===== config.mk =====
export PLATFORM = sky130hd
export DESIGN_NAME = ps2_kbd_receiver
export DESIGN_NICKNAME = d
export VERILOG_FILES = /design/src/rtl/ps2_pkg.sv /design/src/rtl/ps2_kbd_receiver_byte_fifo.sv /design/src/rtl/ps2_kbd_receiver.sv
export SDC_FILE = /design/constraint.sdc
export NUM_CORES = 1
export LEC_CHECK = 0
export BUFFER_PORTS_ARGS = -buffer_cell sky130_fd_sc_hd__buf_4
export CORE_AREA = 2 2 79 157
export CTS_BUF_LIST = sky130_fd_sc_hd__clkbuf_16
export CTS_CLUSTER_DIAMETER = 60
export DETAILED_ROUTE_END_ITERATION = 6
export DIE_AREA = 0 0 81 159
export SLEW_MARGIN = 15
export SYNTH_ARGS = -nofsm -noshare
export SYNTH_HDL_FRONTEND = slang
export SYNTH_SLANG_ARGS = --single-unit

===== constraint.sdc =====
create_clock -name clk -period 4.43 [get_ports clk]
set_input_delay 0.2215 -clock clk [delete_from_list [all_inputs] [get_ports clk]]
set_output_delay 0.2215 -clock clk [all_outputs]
set_load 0.03 [all_outputs]

===== src/rtl/ps2_pkg.sv =====
// Shared PS/2 frame constants and the frame-check helper used by the keyboard receiver.
package ps2_pkg;

    localparam int         PS2_FRAME_BITS = 11;
    localparam logic       PS2_START_BIT  = 1'b0;
    localparam logic       PS2_STOP_BIT   = 1'b1;
    localparam logic [7:0] BREAK_PREFIX   = 8'hF0;
    localparam logic [7:0] EXT_PREFIX     = 8'hE0;

    // Start must be low, stop high, and bits 1..9 (data + parity) carry odd parity.
    function automatic logic frame_ok(input logic [PS2_FRAME_BITS-1:0] f);
        return (f[0] == PS2_START_BIT) && (f[PS2_FRAME_BITS-1] == PS2_STOP_BIT) && (^f[9:1]);
    endfunction

endpackage


===== src/rtl/ps2_kbd_receiver_byte_fifo.sv =====
// Byte FIFO with extra-MSB pointers; read data is combinational from registered storage.
module byte_fifo #(
    parameter int DEPTH_LOG2 = 3,
    parameter int DATA_W     = 8
) (
    input  logic                clk,
    input  logic                rst,
    input  logic                push,
    input  logic                pop,
    input  logic [DATA_W-1:0]   din,
    output logic [DATA_W-1:0]   dout,
    output logic                empty,
    output logic                full,
    output logic [DEPTH_LOG2:0] level
);

    logic [DEPTH_LOG2:0] wr_ptr;
    logic [DEPTH_LOG2:0] rd_ptr;
    logic [DATA_W-1:0]   mem [2**DEPTH_LOG2];
    logic                do_push;
    logic                do_pop;

    assign empty   = (wr_ptr == rd_ptr);
    assign full    = (wr_ptr[DEPTH_LOG2] != rd_ptr[DEPTH_LOG2]) &&
                     (wr_ptr[DEPTH_LOG2-1:0] == rd_ptr[DEPTH_LOG2-1:0]);
    assign do_pop  = pop & ~empty;
    // A pop in the same cycle frees the slot, so a push into a full FIFO still lands.
    assign do_push = push & (~full | do_pop);
    assign level   = wr_ptr - rd_ptr;
    assign dout    = empty ? '0 : mem[rd_ptr[DEPTH_LOG2-1:0]];

    always_ff @(posedge clk or posedge rst) begin
        if (rst) begin
            wr_ptr <= '0;
            rd_ptr <= '0;
        end else begin
            if (do_push) wr_ptr <= wr_ptr + 1'b1;
            if (do_pop)  rd_ptr <= rd_ptr + 1'b1;
        end
    end

    always_ff @(posedge clk) begin
        if (do_push) mem[wr_ptr[DEPTH_LOG2-1:0]] <= din;
    end

endmodule


===== src/rtl/ps2_kbd_receiver.sv =====
// PS/2 keyboard receiver: pin synchronisers, 11-bit frame capture with timeout,
// frame checking and a scan-code FIFO popped by a one-cycle request.
module ps2_kbd_receiver
    import ps2_pkg::*;
#(
    parameter int DEPTH_LOG2  = 3,
    parameter int TIMEOUT_CYC = 50000
) (
    input  logic                clk,
    input  logic                rst,
    input  logic                ps2_clk,
    input  logic                ps2_data,
    input  logic                nextdata,
    output logic [7:0]          data,
    output logic                ready,
    output logic [DEPTH_LOG2:0] level,
    output logic                overflow,
    output logic                frame_err
);

    localparam int         TW       = $clog2(TIMEOUT_CYC + 1);
    localparam logic [3:0] LAST_BIT = 4'(PS2_FRAME_BITS - 1);

    logic                      ps2_clk_p0, ps2_clk_p1, ps2_clk_p2;
    logic                      ps2_data_p0, ps2_data_p1, ps2_data_p2;
    logic                      fall;
    logic                      bit_in;
    logic [3:0]                bit_cnt;
    logic [TW-1:0]             tcnt;
    logic [PS2_FRAME_BITS-2:0] sreg;
    logic [PS2_FRAME_BITS-1:0] frame;
    logic                      eval;
    logic                      valid;
    logic                      pop_ok;
    logic                      push;
    logic                      fifo_empty;
    logic                      fifo_full;

    // Stage p0..p2: metastability chain; idle-high reset avoids a false edge after reset.
    always_ff @(posedge clk or posedge rst) begin
        if (rst) begin
            {ps2_clk_p0, ps2_clk_p1, ps2_clk_p2}    <= 3'b111;
            {ps2_data_p0, ps2_data_p1, ps2_data_p2} <= 3'b111;
        end else begin
            {ps2_clk_p0, ps2_clk_p1, ps2_clk_p2}    <= {ps2_clk, ps2_clk_p0, ps2_clk_p1};
            {ps2_data_p0, ps2_data_p1, ps2_data_p2} <= {ps2_data, ps2_data_p0, ps2_data_p1};
        end
    end

    assign fall   = ps2_clk_p2 & ~ps2_clk_p1;
    assign bit_in = ps2_data_p2;
    assign eval   = fall && (bit_cnt == LAST_BIT);
    assign frame  = {bit_in, sreg};
    assign valid  = frame_ok(frame);
    assign pop_ok = nextdata & ~fifo_empty;
    assign push   = eval & valid & (~fifo_full | pop_ok);

    // Frame shift register: LSB first, so bit 0 ends at sreg[0] after ten shifts.
    always_ff @(posedge clk) begin
        if (fall) sreg <= {bit_in, sreg[PS2_FRAME_BITS-2:1]};
    end

    always_ff @(posedge clk or posedge rst) begin
        if (rst) begin
            bit_cnt   <= '0;
            tcnt      <= '0;
            overflow  <= 1'b0;
            frame_err <= 1'b0;
        end else begin
            frame_err <= eval & ~valid;
            if (eval && valid && fifo_full && !pop_ok) overflow <= 1'b1;
            if (fall) begin
                tcnt    <= '0;
                bit_cnt <= eval ? 4'd0 : bit_cnt + 4'd1;
            end else if (bit_cnt != 4'd0) begin
                // A stalled partial frame is abandoned quietly.
                if (tcnt == TW'(TIMEOUT_CYC - 1)) begin
                    bit_cnt <= '0;
                    tcnt    <= '0;
                end else begin
                    tcnt <= tcnt + 1'b1;
                end
            end else begin
                tcnt <= '0;
            end
        end
    end

    byte_fifo #(
        .DEPTH_LOG2 (DEPTH_LOG2),
        .DATA_W     (8)
    ) u_fifo (
        .clk   (clk),
        .rst   (rst),
        .push  (push),
        .pop   (nextdata),
        .din   (frame[8:1]),
        .dout  (data),
        .empty (fifo_empty),
        .full  (fifo_full),
        .level (level)
    );

    assign ready = ~fifo_empty;

endmodule

# After elaboration in Yosys (flattened, before gate mapping)

Memories as Yosys holds them, arrays and structs flattened.
Index checks and enable logic that the tools add are counted.
W data, S select, Z words.

Add/sub/neg operators: 5
Multiply operators: 0
Div/mod/pow operators: 0
Order comparisons: 0
Equality and inequality tests: 5
Shift-type cells: 0
Muxes and demuxes: 10
Bitwise gates (word level): 12
Reduce and logical (&&, ||, !) cells: 13

Operators by type and width:

| kind                    | number |
|---|---|
| $mux W16                | 3 |
| $add A16 B1 Y16 const B | 1 |
| $eq A16 B16 Y1 const B  | 1 |
| $mux W4                 | 4 |
| $add A4 B1 Y4 const B   | 3 |
| $reduce_xor A9 Y1       | 1 |
| $mux W8                 | 1 |
| $logic_and A1 B1 Y1     | 7 |
| $and A1 B1 Y1           | 6 |
| $not A1 Y1              | 5 |
| $eq A4 B4 Y1            | 1 |
| $eq A4 B4 Y1 const B    | 1 |
| $reduce_bool A2 Y1      | 2 |
| $reduce_bool A4 Y1      | 1 |
| $sub A4 B4 Y4           | 1 |
| $eq A3 B3 Y1            | 1 |
| $mux W1                 | 2 |
| $reduce_and A2 Y1       | 1 |
| $logic_not A1 Y1        | 1 |
| $ne A1 B1 Y1            | 1 |
| $or A1 B1 Y1            | 1 |

Bits in registers: 46
Bits in latches: 0
Memory bits (writable): 64
Bits in read-only memories: 0
Memories: 1

Memory list:

| memory     | depth | width | read ports | clocked after Yosys merged registers in | write ports | line                             | RTL |
|---|---|---|---|---|---|---|---|
| u_fifo.mem | 8     | 8     | 1          | 0                                       | 1           | ps2_kbd_receiver_byte_fifo.sv:19 | `logic [DATA_W-1:0] mem [2**DEPTH_LOG2];` |

# Longest topological paths before layout

Gate-level depths: netlist of the first run.

Word-level depth: 8
Gate-level depth with buffers: 11
Mapped depth without buffers: 8

# By module

Synthesis of the first run repeated with hierarchy kept, for this count alone.

Cells, all modules: 335
Area, all modules: 4,733.3 sq um

By module, submodules not included:

| module           | instances | cells each | area each (sq um) | seq. area each (sq um) |
|---|---|---|---|---|
| byte_fifo        | 1         | 191        | 3,044.2           | 2,122.0 |
| ps2_kbd_receiver | 1         | 144        | 1,689.1           | 1,008.5 |

# Worst setup path after synthesis of the first run

Ideal clock, no wire load.

Kind: register -> register
Start: register u_fifo.rd_ptr[1]
End: memory u_fifo.mem[0][0] (enable)
Arrival time: 2,789 ps
Data required time: 4,035 ps
Setup slack: 1,246 ps
Stages on the path, launching flop included: 11
Buffers on the path: 3
Clock period less this slack: 3,184 ps
Path through: dfrtp_1 > clkbuf_1 > buf_1 > inv_1 > ha_1 > nand3_1 > nor3_1 > nor2_1 > nand2b_1 > buf_6 > nor4_1

Cells in the longest elaborated chain, start to end: 8
Elaborated cells on any way between the ends: 11
Classes of those cells: eq/ne (2); mux (2); bitwise (6); reduce/logical (1)

Ends and longest elaborated chain:

| element                                           | line                                                                                       | RTL |
|---|---|---|
| start, declared                                   | ps2_kbd_receiver_byte_fifo.sv:18                                                           | `logic [DEPTH_LOG2:0] rd_ptr;` |
| start signal, assigned                            | ps2_kbd_receiver_byte_fifo.sv:38                                                           | `if (do_pop) rd_ptr <= rd_ptr + 1'b1;` |
| $eq A4 B4 Y1 or $eq A3 B3 Y1 (tied branches)      | ps2_kbd_receiver_byte_fifo.sv:23, ps2_kbd_receiver_byte_fifo.sv:25                         |  |
| $not A1 Y1 or $logic_and A1 B1 Y1 (tied branches) | ps2_kbd_receiver_byte_fifo.sv:26, ps2_kbd_receiver.sv:55, ps2_kbd_receiver_byte_fifo.sv:24 |  |
| $and A1 B1 Y1 or $not A1 Y1 (tied branches)       | --                                                                                         |  |
| $or A1 B1 Y1 (*)                                  | ps2_kbd_receiver_byte_fifo.sv:28, ps2_kbd_receiver.sv:56                                   |  |
| $and A1 B1 Y1                                     | ps2_kbd_receiver.sv:56                                                                     | `assign push = eval & valid & (~fifo_full \| pop_ok);` |
| $and A1 B1 Y1 (*)                                 | ps2_kbd_receiver_byte_fifo.sv:28                                                           | `assign do_push = push & (~full \| do_pop);` |
| $mux W1 (*)                                       | ps2_kbd_receiver_byte_fifo.sv:43                                                           | `if (do_push) mem[wr_ptr[DEPTH_LOG2-1:0]] <= din;` |
| $mux W1 (implied by the code) (*)                 | ps2_kbd_receiver_byte_fifo.sv:43                                                           |  |
| end, declared                                     | ps2_kbd_receiver_byte_fifo.sv:19                                                           |  |

Mark *: on every way between the ends. The rest lies on a longest branch, timed or not.

# Final worst setup path of the first run

Start: register u_fifo.rd_ptr[2]
End: output port ready

Cells in the longest elaborated chain, start to end: 2

Ends and longest elaborated chain:

| element       | line                             | RTL |
|---|---|---|
| $eq A4 B4 Y1  | ps2_kbd_receiver_byte_fifo.sv:23 | `assign empty = (wr_ptr == rd_ptr);` |
| $not A1 Y1    | ps2_kbd_receiver.sv:104          | `assign ready = ~fifo_empty;` |
| end, declared | ps2_kbd_receiver.sv:15           | `output logic ready,` |

Every way passes these cells.

==> results of run 1 <==
## timing repair
item	4_1_cts	5_1_grt
hold endpoints to repair	19	0
hold buffers	3	0
setup buffers	0	0
## cell usage after synthesis (all sizes together)
library cell	n	area share
edfxtp	74	0.48
dfrtp	30	0.16
nor2	26	0.021
nand2	24	0.019
xnor2	17	0.034
mux4	16	0.078
inv	12	0.0097
nand3	12	0.013
xor2	11	0.021
a21oi	10	0.011
ha	9	0.024
buf	8	0.0092
nor4	7	0.0095
dfstp	6	0.034
and3	4	0.0054
clkbuf	3	0.0024
mux2	3	0.0081
nand2b	3	0.0041
o21ai	3	0.0032
a22o	2	0.0038
and4	2	0.0038
clkinv	2	0.0016
nand4	2	0.0027
nor2b	2	0.0027
nor3	2	0.0022
nor4bb	2	0.0043
a211o	1	0.0019
a21o	1	0.0016
a41o	1	0.0022
and3b	1	0.0019
fa	1	0.0043
nand3b	1	0.0016
nand4b	1	0.0019
nor3b	1	0.0016
nor4b	1	0.0019
o41ai	1	0.0019
or4b	1	0.0022
xnor3	1	0.0051
## metal layers
layer  vias to the layer above  wire, µm  track usage
met1                      1257      3310        0.167
met4                         0       136       0.0601
met5                         -         0            0
li1                       1181         -            -
met2                        27      5280        0.288
met3                         9       169       0.0278
## critical path, stage by stage (launching register included)
cell      delay [ps]
dfrtp_1          580
clkinv_1         420
ha_1             480
nand3_1          100
nor2b_1          670
inv_1            180
buf_4            220
## power breakdown
group / internal [W] / switching (W)
Sequential: 0.00113 / 0.0000860
Combinational: 0.000377 / 0.000498
Clock: 0.000397 / 0.000378
Total: 0.00191 / 0.000963
## final timing paths
path / cells after the start / endpoint / slack [ps]
min in group asynchronous: 4 / u_fifo.rd_ptr[1]$_DFFE_PP0P_ / 540
max in group asynchronous: 4 / ps2_data_p0$_DFF_PP1_ / 3520
worst min-delay path: 3 / u_fifo.rd_ptr[2]$_DFFE_PP0P_ / 180
worst min register to register: 0 / ps2_clk_p1$_DFF_PP1_ / 360
worst max register to register: 7 / u_fifo.mem[7][5]$_DFFE_PP_ / 1360
worst max-delay path: 6 / ready / 1210
## cell usage in the layout, fill, tap and decap left out, types with 2 or more instances in the layout
cell type,Yosys,routed
inv_6,0,2
nor4_1,7,7
dlygate4sd3_1,0,3
and3_1,4,4
edfxtp_1,74,74
nand2_1,24,24
nand2b_1,3,3
xnor2_1,16,16
inv_1,12,13
nor2_1,26,26
dfrtp_1,30,30
nor4bb_1,2,2
and4_1,2,2
nand4_1,2,2
mux2_2,2,2
nor3_1,2,2
inv_8,0,3
buf_4,0,28
dfstp_2,6,6
a22o_1,2,2
o21ai_0,3,3
a21oi_1,10,10
clkbuf_16,0,9
ha_1,9,9
mux4_2,16,16
xor2_1,11,11
nor2b_1,2,2
clkinv_1,2,2
nand3_1,12,12
## cell type report
| type | instances | area [µm²] |
|---|---|---|
| Fill cell | 1088 | 6350 |
| Sequential cell | 110 | 3130 |
| Multi-Input combinational cell | 169 | 1380 |
| Timing Repair Buffer | 31 | 240 |
| Clock buffer | 9 | 225 |
| Tap cell | 145 | 181 |
| Clock inverter | 7 | 63.8 |
| Inverter | 14 | 52.6 |
## cells by family (layout without fill, tap and decap cells)
logic type / Yosys count / in the layout / share of synthesized area
multiplexers: 19 / 19 / 0.0861
AND/OR/NAND/NOR: 92 / 92 / 0.0994
flip-flops: 110 / 110 / 0.677
buffers and inverters: 25 / 61 / 0.0230
AO/OA/AOI/OAI: 19 / 19 / 0.0255
XOR/XNOR: 29 / 29 / 0.0598
adder cells (fa/ha/maj): 10 / 10 / 0.0287
## sequential cells by signal, summed over array words and instances (netlist names)
name,count
bit_cnt,4
frame_err,1
tcnt,16
ps2_data_p0,1
ps2_data_p1,1
u_fifo.rd_ptr,4
ps2_clk_p1,1
u_fifo.wr_ptr,4
sreg,10
ps2_clk_p2,1
u_fifo.mem,64
bit_in,1
ps2_clk_p0,1
overflow,1
## metrics by stage
stage | total power, W | area (µm²) | utilization | std cells
floorplan | 0.00185 | 4620 | - | 304
global placement | 0.00212 | 4960 | 0.426 | 466
detailed placement | 0.00213 | 4960 | 0.426 | 466
CTS | 0.00290 | 5280 | 0.454 | 485
global route | 0.00301 | 5280 | 0.454 | 485
finish | 0.00287 | 5280 | 0.454 | 485
==> summary.txt, run 1 <==
Outcome
  – Status: finished, final reports clean

Min path
  – Hold path start: nextdata
  – HP Class: in2reg

Setup path
  – Setup crit start kind: register
  – Worst EP arrival: approximately 3000 ps
  – Kind of critical path: reg2out
  – Worst Setup SP: u_fifo.rd_ptr[2]$_DFFE_PP0P_
  – CP endpoint kind: output pin
  – Required time worst endpoint: around 4200 ps
  – Worst r2r src: u_fifo.rd_ptr[2]$_DFFE_PP0P_
  – Max FO, Critical Path: 11

Timing
  – Final WS setup: 1210 ps
  – RSZ-0062 raised after global routing: false
  – Pins Over Slew Limit: 0
  – Clock skew: around 12 ps
  – Achievable Freq: 310 MHz
  – Final hold violations: 0
  – Setup TNS: 0 ps
  – Fin crit period: around 3200 ps
  – Rel. slew slack: 0.420
  – Setup Viol. Count Final: 0
  – Min Hold Slack: roughly 180 ps
  – Tcrit/Tclk final: 0.728
  – Slew @ Worst Pin: about 870 ps

Clock tree
  – Clock sinks: 110
  – Clk_lat worst skew: 350 ps
  – Num CTS Buffers: 9
  – CTS tree: done
  – Root Driver: clkbuf_16
  – CTS max path bufs: 2
  – Clock-pin slew on the worst setup and hold paths: ~80 ps
  – Post-CTS sizing: 0
  – H-Tree Depth: 3

Global routing
  – Global route overflow: 0
  – Gr usage total: 0.155
  – First-pass GRT wire length: about 15 mm
  – Antenna violations before repair: 0
  – Vias in the first global route: 2681
  – Largest net degree at the start of global routing: 37

Synth
  – Avg Inst Size Synth: approximately 15 µm²
  – Synth Net Count: about 320
  – Synth warn: 0
  – Post-synthesis cell type count: 42
  – Cell Area, Synth: around 0.0046 mm²
  – Register area share after synthesis: 0.677
  – Synthesized flop and latch total: 110
  – Mapped Cells: between 300 and 400

Pwr
  – Power density cells: approximately 540 mW/mm²
  – Peak VDD IR: roughly 410 µV
  – Static leakage: ~2.0 nW

Routing
  – Wire per inst: between 15 and 20 µm
  – Initial DRC count: between 150 and 200
  – Pre-antenna DRT Iters: 5
  – Post-DR vias/cell: about 5.1
  – ANT nets after route: 0
  – # DRC: 0
  – Via count: approximately 2500
  – Routed WL: 8.90 mm

Floorplanning
  – Die W: 81 µm
  – Top Ports: 20
  – Die area: roughly 0.013 mm²
  – Initial Util: 0.397
  – DIE HEIGHT: around 160 µm
  – Std cell rows: 56
  – Core region area: around 0.012 mm²

Final layout
  – Area grow syn2layout: 14.2%
  – Antenna Cells: 0
  – Final net count: 350
  – Share of layout cells above drive strength 1: 0.206

Place
  – IO buf count: 19
  – Post-place setup slack: 1360 ps
  – Routability Congestion: ~0.76
  – HPWL after detailed placement: between 6 and 7 mm

Run
  – Max Cap Violations: 0
(Power assumes the default switching activity.)
==> run 2, diff against run 1 <==
Clock period 4.43 ns to 2.99 ns, I/O delays scaled along.
==> summary.txt, run 2 (synthesis gave the netlist of run 1 again) <==
Outcome
  – Status: finished, final reports clean

Timing
  – Clock skew: 12.2 ps (+0.119 ps)
  – Tcrit/Tclk final: 0.824
  – RSZ-0062 raised after global routing: false
  – Rel. slew slack: 0.536 (+0.115)
  – Setup Viol. Count Final: 0 (unchanged)
  – Pins Over Slew Limit: 0 (unchanged)
  – Achievable Freq: 406 MHz
  – Final hold violations: 0 (unchanged)
  – Slew @ Worst Pin: 694 ps (-176 ps)
  – Setup TNS: 0 ps (unchanged)
  – Fin crit period: 2460 ps

Final layout
  – Antenna Cells: 0 (unchanged)
  – Most common cell after layout, fill and taps aside: edfxtp_1
  – Max FFs per register: 64 (unchanged)
  – Area grow syn2layout: 16.3%
  – Final net count: 362 (+3.4%)
  – Commonest non-fill, non-tap cells in the layout: 74 x edfxtp_1, 40 x buf_4, 30 x dfrtp_1, 26 x nor2_1, 24 x nand2_1
  – Non-filler cells, final: 497 (+2.5%)
  – Share of layout cells above drive strength 1: 0.236 (+0.0299)

Setup path
  – Slowest stage delay, CP: 550 ps (-120 ps)
  – Setup crit start kind: register
  – Max FO, Critical Path: 10 (-1)
  – Buf/Inv on CP: 0 (-3)
  – Kind of critical path: reg2reg
  – Required time worst endpoint: 2970 ps (-1240 ps)
  – Worst EP arrival: 2440 ps (-560 ps)
  – CP endpoint kind: register
  – Critical-path cell list: xor2_1 > xnor3_2 > xnor2_2 > nand2b_1 > nor2_1
  – CP max-delay cell: nor2_1
  – CP delay by family, top: XOR/XNOR gates

Clock tree
  – CTS tree: done
  – Clk_lat worst skew: 350 ps (about the same)
  – Root Driver: clkbuf_16
  – H-Tree Depth: 3 (unchanged)
  – Num CTS Buffers: 9 (unchanged)
  – CTS max path bufs: 2 (unchanged)
  – Clock-pin slew on the worst setup and hold paths: 80 ps (about the same)
  – Clock sinks: 110 (unchanged)
  – Postcts setup bufs: 0 (unchanged)

Run
  – Max Cap Violations: 0 (unchanged)

Global routing
  – M2 GR Usage: 0.293 (+0.00526)
  – M3 GR Usage: 0.0272 (-0.000567)
  – Busiest grt layer: met2
  – Largest net degree at the start of global routing: 37 (unchanged)
  – Antenna violations before repair: 0 (unchanged)
  – Vias in the first global route: 2688 (+0.26%)
  – First-pass GRT wire length: 14.3 mm (-2.3%)
  – Gr usage total: 0.154 (-0.00147)
  – Met1 usage: 0.155 (-0.0118)
  – Global route overflow: 0 (unchanged)

Routing
  – Pre-antenna DRT Iters: 4 (-1)
  – Initial DRC count: 199 (unchanged)
  – ANT nets after route: 0 (unchanged)
  – Wire per inst: 17.9 µm (-2.6%)
  – Post-DR vias/cell: 5.04 (-1.1%)
  – Routed WL: 8.88 mm (-0.17%)
  – # DRC: 0 (unchanged)
  – Via count: 2507 (+1.3%)

Pwr
  – Peak VDD IR: 430 µV (+6.1%)
  – Power density cells: 804 mW/mm² (+48%)
  – Static leakage: 2.05 nW (+3.1%)

Floorplanning
  – Std cell rows: 56 (unchanged)
  – Die area: 0.0129 mm² (unchanged)
  – Core region area: 0.0116 mm² (unchanged)
  – DIE HEIGHT: 159 µm (unchanged)
  – Top Ports: 20 (unchanged)
  – Die W: 81 µm (unchanged)
  – Initial Util: 0.397 (unchanged)

Place
  – Placed Cells: 478 (+2.6%)
  – Routability Congestion: 0.813 (+6.7%)
  – IO buf count: 19 (unchanged)
  – HPWL after detailed placement: 6.68 mm (+2.7%)

Min path
  – HP Class: in2reg
-- run 2: changes by cell type in the layout (fill, tap and decap cells not counted), sizes merged --
cell	previous run	this run
buf	28	40
-- run 2: power by group --
group          leakage [nW]  internal (W)  switching [W]  total (W)
combinational         0.768      0.000583       0.000830    0.00141
sequential             1.13       0.00168      0.0000560    0.00174
clock                 0.150      0.000597       0.000574    0.00117
total                  2.05       0.00286        0.00146    0.00432
-- run 2: final cells by class --
cell class                 count  area (µm²)
clock buffer                   9         225
clock inverter                 7        70.1
fill                        1072        6260
inverter                      14        52.6
multi-input combinational    169        1380
sequential                   110        3130
tap                          145         181
timing repair buffer          43         330
-- run 2: stage by stage --
| step | hold slack, ps | utilization | area (µm²) | total power [W] | setup WS, ps |
|---|---|---|---|---|---|
| final | 146 | 0.462 | 5370 | 0.00432 | 525 |
| after global routing | 145 | 0.462 | 5370 | 0.00454 | 313 |
| after CTS | 127 | 0.462 | 5370 | 0.00440 | 500 |
| after detailed placement | 259 | 0.434 | 5050 | 0.00321 | 520 |
| after global placement | 259 | 0.434 | 5050 | 0.00321 | 594 |
| after floorplan | 154 | - | 4620 | 0.00275 | -194 |
-- run 2: routing by layer --
metal  wire length, µm  vias up
li1                  -     1202
met1              3080     1263
met2              5390       31
met3               171       11
met4               240        0
met5                 0        -
-- run 2: worst min-delay path: stages --
cell     delay [ps]
buf_4           130
nand3_1         100
xnor2_1          70
-- run 2: worst paths after layout --
| path | cells past startpoint | to | slack, ps | start |
|---|---|---|---|---|
| setup reg to reg | 5 | u_fifo.mem[7][5]$_DFFE_PP_ | 530 | sreg[3]$_DFFE_PN_ |
| hold reg to reg | 0 | bit_in$_DFF_PP1_ | 360 | ps2_data_p1$_DFF_PP1_ |
| hold / removal | 3 | u_fifo.rd_ptr[2]$_DFFE_PP0P_ | 150 | nextdata |
| max in group asynchronous | 4 | bit_in$_DFF_PP1_ | 2150 | rst |
| min in group asynchronous | 4 | frame_err$_DFF_PP0_ | 470 | rst |
| setup / recovery | 5 | u_fifo.mem[7][5]$_DFFE_PP_ | 530 | sreg[3]$_DFFE_PN_ |
-- run 2: what timing repair did --
item,in CTS,in global routing
endpoints found under the setup margin,0,0
gates resized for setup,0,0
hold buffers,3,0
endpoints found under the hold margin,32,0
==> run 3, diff against run 2 <==
Settings changed: ABC_AREA set to 1, CORE_AREA 2 2 79 157 to 2 2 82 162, DIE_AREA 0 0 81 159 to 0 0 84 164.
Clock period 2.99 ns to 2.3 ns, I/O delays scaled along.
==> summary.txt, run 3 <==
Synth
  – Register area share after synthesis: 0.640 (-0.0376)
  – Cell Area, Synth: 0.00489 mm² (+5.9%)
  – Ys async rst share: 0.327 (unchanged)
  – Synth Net Count: 455 (+43%)
  – Post-synthesis cell type count: 37 (-12%)
  – Largest area contributor in the netlist: edfxtp_1
  – Cells taking the most area after synthesis: edfxtp_1 45%, dfrtp_1 15%, nor2_1 5.7%
  – Mapped Cells: 440 (+45%)
  – Area share of the largest cell type after synthesis: 0.454 (-0.0267)
  – Ys flop type: edfxtp_1
  – Synthesized flop and latch total: 110 (unchanged)
  – Synth top cells by count: 74 x edfxtp_1, 74 x nor2_1, 47 x nand2_1
  – Synth warn: 0 (unchanged)
  – Avg Inst Size Synth: 11.1 µm² (-27%)
  – Post-synth EDFFs: 74 (unchanged)

Pwr
  – Power density cells: 1060 mW/mm² (+31%)
  – Switch share: 0.383 (+0.0451)
  – Cell-internal power: 0.00376 W (+31%)
  – Static leakage: 2.26 nW (+11%)
  – Logic gate share of total power: 0.381 (+0.054)
  – NetSw: 0.00233 W (+60%)
  – Register share of total power: 0.372 (-0.030)
  – Clock power share: 0.248 (-0.023)
  – Peak VDD IR: 591 µV (+37%)

Setup path
  – Max FO, Critical Path: 29 (+19)
  – Worst EP arrival: 2120 ps (-320 ps)
  – Reg2Reg Depth: 11 (+6)
  – Kind of critical path: reg2out
  – Required time worst endpoint: 2180 ps (-790 ps)
  – CP endpoint kind: output pin
  – Setup crit start kind: register

Routing
  – Pre-antenna DRT Iters: 4 (unchanged)
  – Routed WL: 11.0 mm (+23%)
  – Via count: 3356 (+34%)
  – Max layer used: met4
  – Wire length on met3: 231 µm (+35%)
  – # DRC: 0 (unchanged)
  – Met2 WL: 6.31 mm (+17%)
  – Post-DR vias/cell: 5.18 (+2.7%)
  – ANT nets after route: 0 (unchanged)
  – M1 WL: 3.83 mm (+24%)
  – Wire per inst: 16.9 µm (-5.3%)
  – Initial DRC count: 285 (+43%)

Timing
  – Final hold violations: 0 (unchanged)
  – Pins Over Slew Limit: 0 (unchanged)
  – Clock skew: 14.0 ps (+1.77 ps)
  – Slew @ Worst Pin: 458 ps (-236 ps)
  – Min Hold Slack: 170 ps (+24.7 ps)
  – Achievable Freq: 447 MHz
  – Fin crit period: around 2200 ps
  – Tcrit/Tclk final: 0.972
  – Setup Viol. Count Final: 0 (unchanged)
  – Rel. slew slack: 0.691 (+0.156)
  – RSZ-0062 raised after global routing: true

Min path
  – HP Class: in2reg
  – Worst hold stages: 5 (+2)

Final layout
  – Area grow syn2layout: 17.8%
  – Non-filler cells, final: 648 (+30%)
  – Share of layout cells above drive strength 1: 0.217 (-0.0189)
  – Final instance area: 0.00576 mm² (+7.2%)
  – Final net count: 508 (+40%)
  – Most common cell after layout, fill and taps aside: edfxtp_1
  – Fillers: 1178 (+9.9%)
  – Antenna Cells: 0 (unchanged)
  – Max FFs per register: 64 (unchanged)
  – Commonest non-fill, non-tap cells in the layout: 74 x edfxtp_1, 73 x nor2_1, 49 x buf_4, 47 x nand2_1, 45 x o21ai_0

Global routing
  – First-pass GRT wire length: 17.5 mm (+22%)
  – Vias in the first global route: 3575 (+33%)
  – Antenna violations before repair: 0 (unchanged)
  – Largest net degree at the start of global routing: 37 (unchanged)
  – Gr usage total: 0.167 (+0.0134)
  – Global route overflow: 0 (unchanged)

Clock tree
  – Clock-pin slew on the worst setup and hold paths: 80 ps (about the same)
  – CTS tree: done
  – Root Driver: clkbuf_16
  – H-Tree Depth: 3 (unchanged)
  – Clk_lat worst skew: 350 ps (about the same)
  – Num CTS Buffers: 9 (unchanged)
  – CTS max path bufs: 2 (unchanged)
  – Clock sinks: 110 (unchanged)

Place
  – Post-DP Area: 0.00537 mm² (+6.4%)
  – HPWL after detailed placement: 8.14 mm (+22%)
  – IO buf count: 19 (unchanged)
  – Placed Cells: 624 (+31%)
  – Routability Congestion: 0.810 (-0.37%)

Run
  – Max Cap Violations: 0 (unchanged)

Floorplanning
  – DIE HEIGHT: 164 µm (+3.1%)
  – Top Ports: 20 (unchanged)
  – Initial Util: 0.390 (-0.00759)
  – Core region area: 0.0126 mm² (+7.9%)
  – Std cell rows: 58 (+3.6%)
  – Die W: 84 µm (+3.7%)
  – Die area: 0.0138 mm² (+7.0%)

Outcome
  – Status: finished, final reports clean
==> run 3: cell count changes after synthesis, sizes merged, moves of 6 or more <==
cell	delta
nand4	+9
xnor2	-9
inv	+28
nor2	+56
a21oi	-6
nand2	+26
mux4	-16
o22ai	+8
o21ai	+43
nor3	+10
nand3	+8
a31oi	+8
==> run 3: area by class of cell <==
cell class,instances,area [µm²],share of cell area
tap,150,188,0.0326
multi-input combinational,277,1580,0.274
sequential,110,3130,0.543
clock inverter,7,61.3,0.0106
clock buffer,9,225,0.0391
timing repair buffer,54,420,0.0730
inverter,41,158,0.0274
==> run 3: what timing repair did <==
| action | CTS | global route |
|---|---|---|
| hold buffers | 3 | 0 |
| setup endpoints to repair | 8 | 8 |
| hold endpoints to repair | 32 | 0 |
| resized for setup | 7 | 1 |
| cloned | 0 | 0 |
| buffers inserted | 0 | 5 |
==> run 3: power by group through the flow <==
stage / Combinational (W) / Sequential, W / Clock, W
final: 0.00232 / 0.00226 / 0.00151
after global placement: 0.00222 / 0.00230 / 0
after floorplan: 0.00146 / 0.00230 / 0
after global routing: 0.00251 / 0.00227 / 0.00162
after CTS: 0.00230 / 0.00226 / 0.00155
after detailed placement: 0.00224 / 0.00231 / 0
==> run 3: cells by family (layout without fill, tap and decap cells) <==
group,after synthesis,count (layout),share of synthesized area
xor+xnor,14,14,0.0251
flops,110,110,0.640
fa+ha+maj,10,10,0.0271
buf+inv,53,111,0.0430
simple gates,181,181,0.182
compound gates,72,72,0.0831
==> run 3: critical path: stages, from the launching register on <==
cell	delay, ps
dfrtp_1	370
buf_4	190
buf_6	240
o21ai_0	130
o22ai_1	320
o21ai_0	130
a31oi_1	190
buf_4	190
==> run 3: stage by stage <==
stage	utilization	power [W]	setup TNS (ps)	worst slack, ps
detailed placement	0.428	0.00455	0	186
CTS	0.455	0.00611	0	38.9
global route	0.459	0.00641	-79.1	-52.8
global placement	0.428	0.00452	0	222
floorplan	-	0.00376	-3830	-72.5
finish	0.459	0.00609	0	63.3
==> run 3: final timing paths <==
check	start	end	slack [ps]
setup / recovery	u_fifo.rd_ptr[0]$_DFFE_PP0P_	data[2]	60
hold / removal	nextdata	u_fifo.rd_ptr[1]$_DFFE_PP0P_	170
setup reg to reg	sreg[4]$_DFFE_PN_	u_fifo.mem[0][2]$_DFFE_PP_	210
hold reg to reg	ps2_data_p1$_DFF_PP1_	bit_in$_DFF_PP1_	360
max in group asynchronous	rst	frame_err$_DFF_PP0_	1520
min in group asynchronous	rst	tcnt[9]$_DFF_PP0_	440
==> run 3: metal layers <==
metal	track usage	vias to the layer above
li1	-	1631
met1	0.152	1644
met3	0.0261	26
met5	0	-
met4	0.117	0
met2	0.326	55
